## src/rtl/midi_msg_rx_if.sv

```systemverilog
// Bundle of the MIDI receiver's serial input and message/real-time outputs.
// The receiver is the master; the voice/control logic is the slave.
interface midi_msg_rx_if;
  logic       serial;
  logic [7:0] msg_status;
  logic [7:0] msg_data1;
  logic [7:0] msg_data2;
  logic [1:0] msg_len;
  logic       msg_valid;
  logic [7:0] rt_byte;
  logic       rt_valid;
  logic       frame_err;

  modport master (
    input  serial,
    output msg_status, msg_data1, msg_data2, msg_len, msg_valid,
    output rt_byte, rt_valid, frame_err
  );

  modport slave (
    output serial,
    input  msg_status, msg_data1, msg_data2, msg_len, msg_valid,
    input  rt_byte, rt_valid, frame_err
  );
endinterface

```

## src/rtl/midi_msg_rx.sv

```systemverilog
// MIDI receiver: 8N1 UART byte deserialiser feeding a message assembler with
// running status, real-time passthrough and framing-error detection.
module midi_msg_rx #(
  parameter int CLKS_PER_BIT   = 1600,
  parameter int SYNC_STAGES    = 2,
  parameter int RUNNING_STATUS = 1
) (
  input  logic          clk,
  input  logic          rst_n,
  midi_msg_rx_if.master m_if
);
  localparam int        CW      = $clog2(CLKS_PER_BIT);
  localparam logic [CW-1:0] CNT_LAST = CW'(CLKS_PER_BIT - 1);
  localparam logic [CW-1:0] CNT_HALF = CW'(CLKS_PER_BIT / 2 - 1);
  localparam bit        RS_EN   = (RUNNING_STATUS != 0);

  typedef enum logic [2:0] {S_IDLE, S_START, S_DATA, S_STOP, S_BREAK} state_t;

  logic [SYNC_STAGES-1:0] r_sync;
  state_t                 r_state;
  logic [CW-1:0]          r_cnt;
  logic [2:0]             r_idx;
  logic [7:0]             r_shift;
  logic                   r_frame_err;

  logic [7:0] r_status;
  logic       r_need2;
  logic       r_dcnt;
  logic [7:0] r_d1;
  logic [7:0] r_msg_status;
  logic [7:0] r_msg_data1;
  logic [7:0] r_msg_data2;
  logic [1:0] r_msg_len;
  logic       r_msg_valid;
  logic [7:0] r_rt_byte;
  logic       r_rt_valid;

  logic       w_sr;
  logic       w_byte_done;
  logic [7:0] w_byte;

  assign w_sr        = r_sync[SYNC_STAGES-1];
  // A byte is complete in the stop-sample cycle itself, so the assembler
  // registers its result on the same edge that closes the byte.
  assign w_byte_done = (r_state == S_STOP) && (r_cnt == CNT_LAST) && w_sr;
  assign w_byte      = r_shift;

  always_ff @(posedge clk) begin
    if (!rst_n) begin
      r_sync <= {SYNC_STAGES{1'b1}};
    end else begin
      r_sync <= {r_sync[SYNC_STAGES-2:0], m_if.serial};
    end
  end

  always_ff @(posedge clk) begin
    if (!rst_n) begin
      r_state     <= S_IDLE;
      r_cnt       <= '0;
      r_idx       <= 3'd0;
      r_shift     <= 8'h00;
      r_frame_err <= 1'b0;
    end else begin
      r_frame_err <= 1'b0;
      case (r_state)
        S_IDLE: begin
          if (!w_sr) begin
            r_state <= S_START;
            r_cnt   <= '0;
          end
        end
        S_START: begin
          if (r_cnt == CNT_HALF) begin
            r_cnt <= '0;
            r_idx <= 3'd0;
            r_state <= w_sr ? S_IDLE : S_DATA;
          end else begin
            r_cnt <= r_cnt + CW'(1);
          end
        end
        S_DATA: begin
          if (r_cnt == CNT_LAST) begin
            r_cnt          <= '0;
            r_shift[r_idx] <= w_sr;
            if (r_idx == 3'd7) begin
              r_state <= S_STOP;
            end else begin
              r_idx <= r_idx + 3'd1;
            end
          end else begin
            r_cnt <= r_cnt + CW'(1);
          end
        end
        S_STOP: begin
          if (r_cnt == CNT_LAST) begin
            r_cnt <= '0;
            if (w_sr) begin
              r_state <= S_IDLE;
            end else begin
              r_frame_err <= 1'b1;
              r_state     <= S_BREAK;
            end
          end else begin
            r_cnt <= r_cnt + CW'(1);
          end
        end
        // A held-low line stays here so it reports only one framing error.
        S_BREAK: begin
          if (w_sr) begin
            r_state <= S_IDLE;
          end
        end
        default: r_state <= S_IDLE;
      endcase
    end
  end

  always_ff @(posedge clk) begin
    if (!rst_n) begin
      r_status     <= 8'h00;
      r_need2      <= 1'b0;
      r_dcnt       <= 1'b0;
      r_d1         <= 8'h00;
      r_msg_status <= 8'h00;
      r_msg_data1  <= 8'h00;
      r_msg_data2  <= 8'h00;
      r_msg_len    <= 2'd0;
      r_msg_valid  <= 1'b0;
      r_rt_byte    <= 8'h00;
      r_rt_valid   <= 1'b0;
    end else begin
      r_msg_valid <= 1'b0;
      r_rt_valid  <= 1'b0;
      if (w_byte_done) begin
        if (w_byte[7:3] == 5'b11111) begin
          r_rt_byte  <= w_byte;
          r_rt_valid <= 1'b1;
        end else if (w_byte[7] && (w_byte[7:4] != 4'hF)) begin
          r_status <= w_byte;
          r_dcnt   <= 1'b0;
          r_need2  <= (w_byte[7:5] != 3'b110);
        end else if (w_byte[7]) begin
          r_dcnt <= 1'b0;
          case (w_byte[3:0])
            4'h1, 4'h3: begin
              r_status <= w_byte;
              r_need2  <= 1'b0;
            end
            4'h2: begin
              r_status <= w_byte;
              r_need2  <= 1'b1;
            end
            default: begin
              r_msg_status <= w_byte;
              r_msg_data1  <= 8'h00;
              r_msg_data2  <= 8'h00;
              r_msg_len    <= 2'd1;
              r_msg_valid  <= 1'b1;
              r_status     <= 8'h00;
            end
          endcase
        end else if (r_status[7]) begin
          if (r_need2 && !r_dcnt) begin
            r_d1   <= w_byte;
            r_dcnt <= 1'b1;
          end else begin
            r_msg_status <= r_status;
            r_msg_data1  <= r_need2 ? r_d1 : w_byte;
            r_msg_data2  <= r_need2 ? w_byte : 8'h00;
            r_msg_len    <= r_need2 ? 2'd3 : 2'd2;
            r_msg_valid  <= 1'b1;
            r_dcnt       <= 1'b0;
            if (!(RS_EN && (r_status[7:4] != 4'hF))) begin
              r_status <= 8'h00;
            end
          end
        end
      end
    end
  end

  assign m_if.msg_status = r_msg_status;
  assign m_if.msg_data1  = r_msg_data1;
  assign m_if.msg_data2  = r_msg_data2;
  assign m_if.msg_len    = r_msg_len;
  assign m_if.msg_valid  = r_msg_valid;
  assign m_if.rt_byte    = r_rt_byte;
  assign m_if.rt_valid   = r_rt_valid;
  assign m_if.frame_err  = r_frame_err;
endmodule

```

## src/flat_wrapper.sv

```systemverilog
// flat-port wrapper written by rule: the top's interface ports become plain ports
module midi_msg_rx_flat 
#(
  parameter int CLKS_PER_BIT   = 1600,
  parameter int SYNC_STAGES    = 2,
  parameter int RUNNING_STATUS = 1
)
  (clk, rst_n, m_if_serial, m_if_msg_status, m_if_msg_data1, m_if_msg_data2, m_if_msg_len, m_if_msg_valid, m_if_rt_byte, m_if_rt_valid, m_if_frame_err);
  midi_msg_rx_if m_if_i ();
  input  logic clk;
  input  logic rst_n;
  input wire logic [$bits(m_if_i.serial)-1:0] m_if_serial;
  output wire logic [$bits(m_if_i.msg_status)-1:0] m_if_msg_status;
  output wire logic [$bits(m_if_i.msg_data1)-1:0] m_if_msg_data1;
  output wire logic [$bits(m_if_i.msg_data2)-1:0] m_if_msg_data2;
  output wire logic [$bits(m_if_i.msg_len)-1:0] m_if_msg_len;
  output wire logic [$bits(m_if_i.msg_valid)-1:0] m_if_msg_valid;
  output wire logic [$bits(m_if_i.rt_byte)-1:0] m_if_rt_byte;
  output wire logic [$bits(m_if_i.rt_valid)-1:0] m_if_rt_valid;
  output wire logic [$bits(m_if_i.frame_err)-1:0] m_if_frame_err;
  assign m_if_i.serial = m_if_serial;
  assign m_if_msg_status = m_if_i.msg_status;
  assign m_if_msg_data1 = m_if_i.msg_data1;
  assign m_if_msg_data2 = m_if_i.msg_data2;
  assign m_if_msg_len = m_if_i.msg_len;
  assign m_if_msg_valid = m_if_i.msg_valid;
  assign m_if_rt_byte = m_if_i.rt_byte;
  assign m_if_rt_valid = m_if_i.rt_valid;
  assign m_if_frame_err = m_if_i.frame_err;
  midi_msg_rx #(.CLKS_PER_BIT(CLKS_PER_BIT), .SYNC_STAGES(SYNC_STAGES), .RUNNING_STATUS(RUNNING_STATUS)) u_core (.clk(clk), .rst_n(rst_n), .m_if(m_if_i));
endmodule
```

## config.mk

```make
export PLATFORM = sky130hd
export DESIGN_NAME = midi_msg_rx_flat
export DESIGN_NICKNAME = d
export VERILOG_FILES = /design/src/rtl/midi_msg_rx_if.sv /design/src/rtl/midi_msg_rx.sv /design/src/flat_wrapper.sv
export SDC_FILE = /design/constraint.sdc
export NUM_CORES = 1
export LEC_CHECK = 0
export BUFFER_PORTS_ARGS = -buffer_cell sky130_fd_sc_hd__buf_4
export CORE_ASPECT_RATIO = 0.9
export CORE_UTILIZATION = 40
export DETAILED_ROUTE_END_ITERATION = 6
export HOLD_SLACK_MARGIN = 0.08
export PLACE_DENSITY_LB_ADDON = 0.3
export RECOVER_POWER = 50
export SYNTH_ARGS = -nofsm -noshare
export SYNTH_HDL_FRONTEND = slang
export SYNTH_SLANG_ARGS = --single-unit
```

## constraint.sdc

```tcl
create_clock -name clk -period 2.3 [get_ports clk]
set_input_delay 0.23 -clock clk [delete_from_list [all_inputs] [get_ports clk]]
set_output_delay 0.23 -clock clk [all_outputs]
set_load 0.05 [all_outputs]
```

Word level (Yosys, flattened, before mapping)
Cells that the tools add are included.
- $add $sub $neg: 2
- multiply operators: 0
- divide/modulo/power cells: 0
- magnitude comparators: 2
- equality and inequality tests: 25
- shift-type cells: 0
- muxes and demuxes: 57
- bitwise operators: 5
- reductions and logical operators: 30
- operators with widths (cell ; count):
    2-to-1 mux 8 bit ; 17
    2-to-1 mux 11 bit ; 3
    case mux 11 bit (3 select lines) ; 1
    2-to-1 mux 3 bit ; 10
    AND reduction 6 bit ; 3
    case mux 3 bit (5 select lines) ; 1
    2-to-1 mux 1 bit ; 14
    2-to-1 mux 7 bit ; 2
    adder 11 x 1 -> 11 bit, second input constant ; 1
    equality test 11 x 10 -> 1 bit, second input constant ; 1
    equality test 11 bit, second input constant ; 1
    2-to-1 mux 2 bit ; 5
    inequality test 2 x 1 -> 1 bit, second input constant ; 5
    AND reduction 2 bit ; 5
    nonzero test 3 bit ; 3
    bitwise mux 8 bit ; 1
    equality test 4 x 2 -> 1 bit, second input constant ; 2
    inequality test 2 bit, second input constant ; 4
    inequality test 4 bit, second input constant ; 2
    AND reduction 4 bit ; 2
    equality test 3 x 2 -> 1 bit, second input constant ; 2
    equality test 3 bit, second input constant ; 2
    inequality test 3 x 1 -> 1 bit, second input constant ; 2
    case mux 3 bit (2 select lines) ; 1
    other kinds (19) ; 31
- flip-flop bits (word level): 81
- latch bits: 0
- RAM bits: 0
- ROM bits: 0
- input bits: 3
- output and inout port bits: 37
- memories kept: 0

Longest topological paths before layout
Gate-level depths: netlist of the first run.
- depth after elaboration: 6
- mapped depth: 8
- gate-level depth less buffers: 6

Least setup slack after synthesis of the first run
OpenSTA, ideal clock, no wires.
- path type: reg-to-reg
- from: reg u_core.r_cnt[0]
- to: reg u_core.r_shift[5]
- data arrival time: 2040 ps
- data required time: 2172 ps
- slack: 132 ps
- stages on the path, launching flop included: 9
- clock period less this slack: 2168 ps
- cell sequence: dfxtp_1 ha_1 nand4_4 or4_4 buf_6 buf_12 nor4b_4 mux2i_1 nor2_1
- word-level cells in the longest chain between the ends: 2
- RTL lines (item ; line ; RTL):
    from (decl) ; midi_msg_rx.sv:21 ; logic [CW-1:0] r_cnt;
    from (signal assigned) ; midi_msg_rx.sv:78 ; r_cnt <= r_cnt + CW'(1);
    from (signal assigned) ; midi_msg_rx.sv:91 ; r_cnt <= r_cnt + CW'(1);
    from (signal assigned) ; midi_msg_rx.sv:104 ; r_cnt <= r_cnt + CW'(1);
    equality test 11 bit ; midi_msg_rx.sv:82 ; if (r_cnt == CNT_LAST) begin
    AND reduction 2 bit (no source line) ; n/a ;
    to (signal, indexed assignment) ; midi_msg_rx.sv:84 ; r_shift[r_idx] <= w_sr;
    to (decl) ; midi_msg_rx.sv:23 ; logic [7:0] r_shift;
Every way passes these cells.
A chain may end at the register's enable or synchronous reset.

Final worst setup path of the first run
- from: reg u_core.r_cnt[0]
- to: reg u_core.r_msg_status[1] (netlist: u_core.m_if.msg_status[1])
- word-level cells in the longest chain between the ends: 4
- RTL lines (item ; line ; RTL):
    equality test 11 bit ; midi_msg_rx.sv:45 ; assign w_byte_done = (r_state == S_STOP) && (r_cnt == CNT_LAST) && w_sr;
    logical AND 1 bit (2 in series) ; midi_msg_rx.sv:45 ;
    AND reduction 6 bit (no source line) ; n/a ;
    to (signal assigned) ; midi_msg_rx.sv:154 ; r_msg_status <= w_byte;
    to (signal assigned) ; midi_msg_rx.sv:167 ; r_msg_status <= r_status;
    to (decl) ; midi_msg_rx.sv:30 ; logic [7:0] r_msg_status;
Every way passes these cells.

==> out/results.txt, run 1 <==
placed cell areas: 4220 sq um
DR DRC count: 0
drt wl/cell: 14.2 um
detailed placement HPWL: 5.97 mm
Layout Cells excl Fill: 594
worst-skew pair later-pin latency: 0.35 ns
worst-case clock buffer depth: 2
endpoint class of the critical path: register
post-route setup TNS: 0 ns
Synth Warn #: 0
Mapped Area: 3680 sq um
status: complete, no violations
kind of cell adding the most delay to the critical path: simple AND/OR/NAND/NOR gates
Final Wtd Congestion: 0.911
initial cell density of the core: 42.1%
final wirelength: 8.46 mm
DIE AREA: 9580 sq um
crit-path max cell delay: 0.61 ns
Die Ht: 92.9 um
slew margin rel.: 58.2%
largest net degree at the start of global routing: 33
syn avg cell area: 8.75 sq um
placed insts: 577
first-pass GRT wire length: 14.2 mm
area of the multi-input gates: 1910 sq um
Post-synth ARST share: 0%
Crit Path Category: reg2reg
worst-margin pin slew: 0.630 ns
crit path max-delay cell type: or4_1
routed vias: 3,176
Worst setup SP type: register
vias in the first global route: 2,902
crit share post-route: 94.4%
maximum VDD drop: 0.000282 V
logic gate share of total power: 2.6%
root buf cell: clkbuf_8
hold path start: rst_n
layout cells sized above 1: 15.4%
worst hold path endpoint: u_core.r_sync[1]$_SDFF_PN1_
top cells by area, synth: dfxtp_1 (43%), mux2i_1 (8.2%), nor2_1 (4.9%), nand2_1 (4.8%), a21oi_1 (3.8%)
r2r setup slk: 0.13 ns
final setup fails: 0
Post-synth EDFFs: 0
Filler cells: 898
Synth Register Bits: 79
Yosys top cell area share: 43.0%
die width: 103 um
fin util: 49.0%
Final ANT Viol Nets: 0
DRT Pass-1 Iters: 4
most common cell after layout, fill and taps aside: dfxtp_1
Internal: 1.90 mW
critical path arrival: 2.45 ns
Max H-tree Level: 3
Worst Path Max Fanout: 5
CP required: 2.58 ns
worst hold margin: 0.207 ns
antenna cells: 0
RSZ-0062 raised after global routing: false
Area Growth Syn to Fin: 16.4%
max-cap violation count: 0
cell taking the most area after synthesis: dfxtp_1
NetSw: 599 uW
Core Area: 8730 sq um
most frequent cells in the layout: dfxtp_1 (79), nor2_1 (48), nand2_1 (46)
fin crit period: 2.17 ns
worst-path cell chain: ha_1 > nand4_4 > clkbuf_1 > or4_1 > nor3_2 > buf_4 > nand2_1 > a31oi_1
switching portion of total power: 23.9%
CTS Sinks: 79
Starting DRT DRC Count: 188
gr ovfl total: 0
Buf/Inv on CP: 2
leakage: 1.49 nW
Worst-path clk slew: 0.09 ns
Tightest Hold Check Type: in2reg
part of the Yosys area used for sequential elements: 43.0%
CTS Buf Count: 9
Flop pwr share: 54.8%
Yosys cell types: 61
Crit Reg-Reg Endpoint: u_core.m_if.msg_status[1]$_SDFFE_PN0P_
PortBufs: 37
Post-Syn Instances: 420
pwr/cell area: 585 nW/um^2
clock share of power: 42.6%
R2R Path Start: u_core.r_cnt[0]$_SDFFE_PN0P_
Final Net Count: 476
Primary FF master, synth: dfxtp_1
Final Cell Area: 4280 sq um
Final Slew Violations: 0
via/cell ratio: 5.35
hold depth: 2
GRT Overall Usage: 19.3%
maximum operating frequency: 461 MHz
initial antenna violation count: 0
Setup Skew: 0.0146 ns
Final Hold Violating Endpoints: 0
worst-case reg-to-reg path depth: 8
num ports: 40
row cnt: 32
FF+latch area: 1580 sq um
CTS tree: yes
==> worst max-delay path by stage <==
stage | startpoint | endpoint | cells past startpoint
after global placement | u_core.r_cnt[0]$_SDFFE_PN0P_ | u_core.r_shift[2]$_SDFFE_PN0P_ | 7
after floorplan | u_core.r_cnt[0]$_SDFFE_PN0P_ | u_core.r_shift[5]$_SDFFE_PN0P_ | 8
after global routing | u_core.r_cnt[0]$_SDFFE_PN0P_ | u_core.r_state[0]$_SDFFE_PN0P_ | 7
after detailed placement | u_core.r_cnt[0]$_SDFFE_PN0P_ | u_core.m_if.msg_data1[0]$_SDFFE_PN0P_ | 7
after CTS | u_core.r_cnt[0]$_SDFFE_PN0P_ | u_core.m_if.msg_data1[0]$_SDFFE_PN0P_ | 7
final | u_core.r_cnt[0]$_SDFFE_PN0P_ | u_core.m_if.msg_status[1]$_SDFFE_PN0P_ | 8
==> per-layer routing <==
metal | GRT usage (%) | vias up | wire [um]
li1 | - | 1584 | -
met1 | 26.9 | 1475 | 3900
met2 | 28.2 | 109 | 3740
met3 | 5.06 | 8 | 718
met4 | 7.16 | 0 | 104
met5 | 0 | - | 0
==> per-stage QoR <==
stage          worst slack (ns)  total power [mW]
4_1_cts                  0.0820              2.53
3_5_place_dp              0.100              1.47
5_1_grt                  0.0155              2.60
6_report                  0.130              2.50
2_1_floorplan             0.132              1.45
3_3_place_gp              0.174              1.47
==> state kept, by name, indices dropped and copies added (netlist names), 2 cells and up <==
name,flops
u_core.m_if.msg_data1,7
u_core.m_if.msg_data2,7
u_core.m_if.msg_len,2
u_core.m_if.msg_status,8
u_core.m_if.rt_byte,8
u_core.r_cnt,11
u_core.r_d1,7
u_core.r_idx,3
u_core.r_shift,8
u_core.r_state,3
u_core.r_status,8
u_core.r_sync,2
==> Yosys cell counts (3+ instances only) <==
master / number
nor2_1: 48
nor4_1: 4
nor3_1: 11
mux2i_1: 30
nor4_2: 4
nor4b_4: 3
o21ai_0: 13
nor2b_1: 3
or4_1: 3
nand3b_1: 5
buf_2: 6
and3_1: 4
dfxtp_1: 79
nand3_1: 25
a21oi_1: 28
clkbuf_1: 20
buf_1: 3
ha_1: 3
mux2_2: 4
nand4_1: 6
nand2b_1: 8
a31oi_1: 6
nand2_1: 47
or2_2: 3
a21o_1: 5
inv_1: 5
==> area by class of cell <==
type | count | area share, %
flip-flops and latches | 79 | 37.0
inverters | 6 | 0.526
repair buffers | 71 | 9.71
clock inverters | 7 | 1.81
clock buffers | 9 | 2.89
multi-input cells | 303 | 44.6
well taps | 119 | 3.48
==> worst reg2reg max path: cells and delay by family, from the launching register on <==
| kind | cells | cell delay (ns) |
|---|---|---|
| DFF | 1 | 0.34 |
| AOI/OAI and AO/OA | 1 | 0.16 |
| and+or+nand+nor | 4 | 1.06 |
| buffers and inverters | 2 | 0.33 |
| adders and majority gates | 1 | 0.22 |
==> cells by family after synthesis <==
logic type                 count (synthesis)  share of synthesized area [%]
AOI/OAI and AO/OA                         73                           12.4
xor gates and xnor gates                   1                          0.238
adders and majority gates                  3                           1.02
buffers and inverters                     39                           5.04
DFF                                       79                           43.0
muxes                                     34                           9.39
other                                      1                          0.102
and+or+nand+nor                          190                           28.8
==> what timing repair did <==
action	4_1_cts	5_1_grt
endpoints found under the setup margin	0	7
setup buffers	0	0
hold endpoints to repair	1	0
hold buffers	1	0
gates resized for setup	0	1
==> power groups by stage <==
stage / logic [mW] / clock network (mW) / registers (mW)
finish: 0.0658 / 1.07 / 1.37
global route: 0.0730 / 1.15 / 1.37
CTS: 0.0670 / 1.09 / 1.37
detailed placement: 0.0651 / 0 / 1.40
global placement: 0.0633 / 0 / 1.40
floorplan: 0.0467 / 0 / 1.40
Note: power is estimated with default switching activity, not from simulation.
==> run 2: changes to the inputs <==
--- a/config.mk
+++ b/config.mk
@@ -10,8 +10,8 @@
 export CORE_UTILIZATION = 40
 export DETAILED_ROUTE_END_ITERATION = 6
 export HOLD_SLACK_MARGIN = 0.08
-export PLACE_DENSITY_LB_ADDON = 0.3
 export RECOVER_POWER = 50
+export SKIP_LAST_GASP = 1
 export SYNTH_ARGS = -nofsm -noshare
 export SYNTH_HDL_FRONTEND = slang
 export SYNTH_SLANG_ARGS = --single-unit
==> run 2 against run 1 <==
  * Clock-buffer cell count increased by 2
  * Non-clock buffer count shrank 4
  * Fmax rose by 0.60%
  * Critical path type unchanged
  * Largest cell class unchanged
==> out/results.txt, run 2 (synthesis gave the netlist of run 1 again) <==
status: complete, no violations
fin crit period: 2.16 ns
Crit Path Category: reg2reg
Final ANT Viol Nets: 0
most frequent cells in the layout: dfxtp_1 (79), nor2_1 (48), nand2_1 (46)
detailed placement HPWL: 6.07 mm
final wirelength: 8.62 mm
leakage: 1.49 nW
endpoint class of the critical path: register
antenna cells: 0
initial cell density of the core: 42.1%
Final Hold Violating Endpoints: 0
crit share post-route: 93.8%
Layout Cells excl Fill: 591
maximum operating frequency: 464 MHz
layout cells sized above 1: 16.1%
Worst setup SP type: register
hold path start: m_if_serial
max-cap violation count: 0
Final Wtd Congestion: 0.860
pwr/cell area: 643 nW/um^2
Final WS setup: 0.143 ns
post-route setup TNS: 0 ns
Filler cells: 888
area of the multi-input gates: 1940 sq um
first-pass GRT wire length: 14.3 mm
placed insts: 574
crit-path max cell delay: 0.56 ns
Post-CTS Setup Bufs: 0
vias in the first global route: 2,838
worst-case reg-to-reg path depth: 7
num ports: 40
CTS tree: yes
dpl ws: 0.0279 ns
DRT Pass-1 Iters: 4
Worst-path clk slew: 0.09 ns
GRT Overall Usage: 19.5%
Largest Register: u_core.r_cnt
maximum VDD drop: 0.000352 V
routed vias: 3,090
initial antenna violation count: 0
placed cell areas: 4170 sq um
largest net degree at the start of global routing: 24
worst-path cell chain: ha_2 > nand4_4 > or4_4 > buf_4 > nor4b_4 > mux2i_1 > nor2_1
Die Ht: 92.9 um
final setup fails: 0
crit path max-delay cell type: or4_4
die width: 103 um
DR DRC count: 0
r2r setup slk: 0.14 ns
Power Total: 2.78 mW
Max H-tree Level: 3
Area Growth Syn to Fin: 17.5%
root buf cell: clkbuf_8
Final Net Count: 473
row cnt: 32
Final Slew Violations: 0
hold depth: 2
most common cell after layout, fill and taps aside: dfxtp_1
CTS Sinks: 79
worst-margin pin slew: 0.614 ns
critical path arrival: 2.38 ns
worst-skew pair later-pin latency: 0.35 ns
PortBufs: 37
CTS Buf Count: 9
Setup Skew: 0.0102 ns
Core Area: 8730 sq um
RSZ-0062 raised after global routing: true
Final Cell Area: 4320 sq um
CP required: 2.52 ns
CTS Hold Buffers Added: 0
max reg flops: 11
Worst Setup SP: u_core.r_cnt[0]$_SDFFE_PN0P_
R2R Path Start: u_core.r_cnt[0]$_SDFFE_PN0P_
worst hold path endpoint: u_core.r_sync[0]$_SDFF_PN1_
Starting DRT DRC Count: 175
slew margin rel.: 59.3%
Crit Reg-Reg Endpoint: u_core.r_shift[6]$_SDFFE_PN0P_
DIE AREA: 9580 sq um
Worst Path Max Fanout: 7
drt wl/cell: 14.6 um
gr ovfl total: 0
Tightest Hold Check Type: in2reg
worst-case clock buffer depth: 2
FF+latch area: 1580 sq um
via/cell ratio: 5.23
==> run 2: cell count changes in the layout (fill, tap and decap cells not counted), moves of 2 or more <==
cell       delta
or4_4         +2
buf_4         +3
buf_12        -2
or4_1         -2
bufinv_16     +3
inv_6         -3
==> run 2: area by class of cell <==
class,count,area share [%]
clock buffer,11,3.04
multi-input combinational,304,44.9
clock inverter,5,2.98
timing repair buffer,67,8.52
sequential,79,36.6
tap,119,3.45
inverter,6,0.521
==> run 2: report_power, final <==
| group | internal (mW) | switching, mW | total, mW |
|---|---|---|---|
| combinational | 0.0176 | 0.0470 | 0.0646 |
| sequential | 1.37 | 0.00178 | 1.37 |
| clock | 0.836 | 0.503 | 1.34 |
==> run 2: what timing repair did <==
| action | in CTS | in global routing |
|---|---|---|
| endpoints found under the setup margin | 1 | 27 |
| gates cloned | 0 | 1 |
| gates resized for setup | 1 | 5 |
| pin swaps | 0 | 2 |
==> run 2: worst max path at each step <==
stage | endpoint | slack, ns | depth (start not counted)
6_report | u_core.r_shift[6]$_SDFFE_PN0P_ | 0.14 | 7
5_1_grt | u_core.r_shift[0]$_SDFFE_PN0P_ | -0.02 | 7
4_1_cts | u_core.m_if.msg_data1[4]$_SDFFE_PN0P_ | 0.05 | 7
3_5_place_dp | u_core.m_if.msg_data1[4]$_SDFFE_PN0P_ | 0.03 | 7
3_3_place_gp | u_core.r_shift[6]$_SDFFE_PN0P_ | 0.13 | 7
2_1_floorplan | u_core.r_shift[5]$_SDFFE_PN0P_ | 0.13 | 8
==> run 2: per-stage QoR <==
step	util [%]	hold WS, ns
3_5_place_dp	47.8	0.432
6_report	49.5	0.0975
4_1_cts	50.8	0.0812
2_1_floorplan	-	0.331
3_3_place_gp	47.8	0.393
5_1_grt	49.5	0.0936
==> run 2: routing by layer <==
| layer | part of all wire [%] | vias up | global-route usage [%] |
|---|---|---|---|
| li1 | - | 1584 | - |
| met1 | 51 | 1433 | 28.6 |
| met2 | 44 | 68 | 27.8 |
| met3 | 4.9 | 5 | 4.68 |
| met4 | 0.66 | 0 | 5.99 |
| met5 | 0 | - | 0 |
==> run 2: critical path: cells and delay by family (launching register included) <==
kind | cells | cell delay, ns
buffers and inverters | 1 | 0.20
multiplexers | 1 | 0.21
AND/OR/NAND/NOR | 4 | 1.04
flip-flops | 1 | 0.35
adder cells (fa/ha/maj) | 1 | 0.23
==> run 3: changes to the inputs <==
--- a/config.mk
+++ b/config.mk
@@ -6,10 +6,13 @@
 export NUM_CORES = 1
 export LEC_CHECK = 0
 export BUFFER_PORTS_ARGS = -buffer_cell sky130_fd_sc_hd__buf_4
+export CELL_PAD_IN_SITES_DETAIL_PLACEMENT = 1
+export CELL_PAD_IN_SITES_GLOBAL_PLACEMENT = 2
 export CORE_ASPECT_RATIO = 0.9
-export CORE_UTILIZATION = 40
+export CORE_UTILIZATION = 32
 export DETAILED_ROUTE_END_ITERATION = 6
 export HOLD_SLACK_MARGIN = 0.08
+export PLACE_DENSITY_LB_ADDON = 0.1
 export RECOVER_POWER = 50
 export SKIP_LAST_GASP = 1
 export SYNTH_ARGS = -nofsm -noshare
==> run 3 against run 2 <==
  * Combinational power up 7.0%
  * Routed wire length up 18%
  * Via count rose by 2.3%
  * Cell area grew 3.4%
  * Sequential power about the same
  * Clock-buffer cell count decreased by 1
==> out/results.txt, run 3 (synthesis gave the netlist of run 1 again) <==
most common cell after layout, fill and taps aside: dfxtp_1
DRT Pass-1 Iters: 4
max-cap violation count: 0
row cnt: 36
crit share post-route: 95.4%
Buf/Inv on CP: 3
Worst-path clk slew: 0.06 ns
worst-case reg-to-reg path depth: 9
hold path start: rst_n
Final Wtd Congestion: 0.812
Worst Path Max Fanout: 11
final setup fails: 0
worst hold path endpoint: u_core.r_sync[0]$_SDFF_PN1_
Final Cell Area: 4470 sq um
worst-margin pin slew: 0.610 ns
CP required: 2.57 ns
leakage: 1.55 nW
via/cell ratio: 5.05
critical path arrival: 2.46 ns
Filler cells: 1,353
antenna cells: 0
initial antenna violation count: 0
Final ANT Viol Nets: 0
vias in the first global route: 3,211
DR DRC count: 0
Crit Path Category: reg2reg
gr ovfl total: 0
layout cells sized above 1: 15.8%
worst-case clock buffer depth: 2
Starting DRT DRC Count: 164
GRT Overall Usage: 18.7%
maximum operating frequency: 456 MHz
num ports: 40
RSZ-0062 raised after global routing: true
CTS Buf Count: 9
pwr/cell area: 692 nW/um^2
hold depth: 2
Setup Skew: 0.00714 ns
placed cell areas: 4250 sq um
kind of cell adding the most delay to the critical path: simple AND/OR/NAND/NOR gates
final wirelength: 10.2 mm
r2r setup slk: 0.11 ns
slew margin rel.: 59.5%
CTS tree: yes
Crit Reg-Reg Endpoint: u_core.m_if.msg_data2[6]$_SDFFE_PN0P_
max reg flops: 11
Layout Cells excl Fill: 626
worst-skew pair later-pin latency: 0.34 ns
initial cell density of the core: 33.4%
routed vias: 3,160
first-pass GRT wire length: 17.2 mm
Final Slew Violations: 0
die width: 115 um
Power Total: 3.09 mW
crit-path max cell delay: 0.35 ns
endpoint class of the critical path: register
Largest Register: u_core.r_cnt
Die Ht: 104 um
PortBufs: 37
most frequent cells in the layout: dfxtp_1 (79), nor2_1 (48), nand2_1 (47)
Area Growth Syn to Fin: 21.5%
R2R Path Start: u_core.r_cnt[0]$_SDFFE_PN0P_
Core Area: 11,000 sq um
drt wl/cell: 16.3 um
Final Net Count: 476
Final Hold Violating Endpoints: 0
detailed placement HPWL: 7.29 mm
DIE AREA: 11,900 sq um
Worst setup SP type: register
Tightest Hold Check Type: in2reg
worst-path cell chain: ha_2 > nand4_4 > buf_4 > nor4_1 > buf_4 > o2111a_1 > buf_4 > nand3_1 > a21oi_1
most used cell, CP: buf_4
largest net degree at the start of global routing: 34
maximum VDD drop: 0.000408 V
CTS Sinks: 79
root buf cell: clkbuf_16
crit path max-delay cell type: nor4_1
Max H-tree Level: 3
placed insts: 610
fin crit period: 2.19 ns
status: complete, no violations
## run 3: cell types whose count changed in the layout (fill, tap and decap cells not counted), sizes merged
cell         before  now
or4               5    4
inv               7    6
buf              31   33
clkinvlp          0    1
dlygate4sd3       0    1
clkinv            0    1
bufinv            4    3
## run 3: area by class of cell
cell class	instances	area, sq um	share of cell area, %
Tap cell	152	190	4.26
Multi-Input combinational cell	303	1920	43.0
Timing Repair Buffer	71	408	9.13
Clock inverter	5	106	2.38
Clock buffer	10	239	5.35
Sequential cell	79	1580	35.4
Inverter	6	22.5	0.504
## run 3: stage by stage
step / TNS [ns] / hold slack [ns] / utilization, % / setup slack (ns)
floorplan: 0 / 0.331 / - / 0.132
global placement: 0 / 0.395 / 38.7 / 0.122
detailed placement: 0 / 0.397 / 38.7 / 0.0591
CTS: 0 / 0.206 / 41.9 / 0.0531
global route: -0.0747 / 0.218 / 40.7 / -0.0197
finish: 0 / 0.211 / 40.7 / 0.106
## run 3: how the worst max path moves through the flow
stage,startpoint,endpoint,cells past startpoint
3_3_place_gp,u_core.r_cnt[0]$_SDFFE_PN0P_,u_core.r_shift[5]$_SDFFE_PN0P_,7
2_1_floorplan,u_core.r_cnt[0]$_SDFFE_PN0P_,u_core.r_shift[5]$_SDFFE_PN0P_,8
4_1_cts,u_core.r_cnt[0]$_SDFFE_PN0P_,u_core.r_shift[2]$_SDFFE_PN0P_,7
6_report,u_core.r_cnt[0]$_SDFFE_PN0P_,u_core.m_if.msg_data2[6]$_SDFFE_PN0P_,9
3_5_place_dp,u_core.r_cnt[0]$_SDFFE_PN0P_,u_core.r_shift[2]$_SDFFE_PN0P_,7
5_1_grt,u_core.r_cnt[1]$_SDFFE_PN0P_,u_core.r_shift[6]$_SDFFE_PN0P_,7
## run 3: timing repair
item / CTS / global route
setup endpoints to repair: 0 / 11
buffers inserted: 0 / 0
resized for setup: 0 / 2
hold buffers: 1 / 0
hold endpoints to repair: 1 / 0
## run 3: layer usage
layer / up-vias / GRT usage, % / wire length [um]
met2: 49 / 27.7 / 4340
met1: 1514 / 26.3 / 5330
met3: 13 / 3.98 / 353
li1: 1584 / - / -
met4: 0 / 7.14 / 159
met5: - / 0 / 0
## run 3: power by group
part / internal (mW) / switching, mW / total, mW / leakage, nW
Sequential: 1.37 / 0.00131 / 1.37 / 0.637
Clock: 1.09 / 0.567 / 1.65 / 0.165
Combinational: 0.0187 / 0.0504 / 0.0691 / 0.748
Total: 2.48 / 0.619 / 3.09 / 1.55
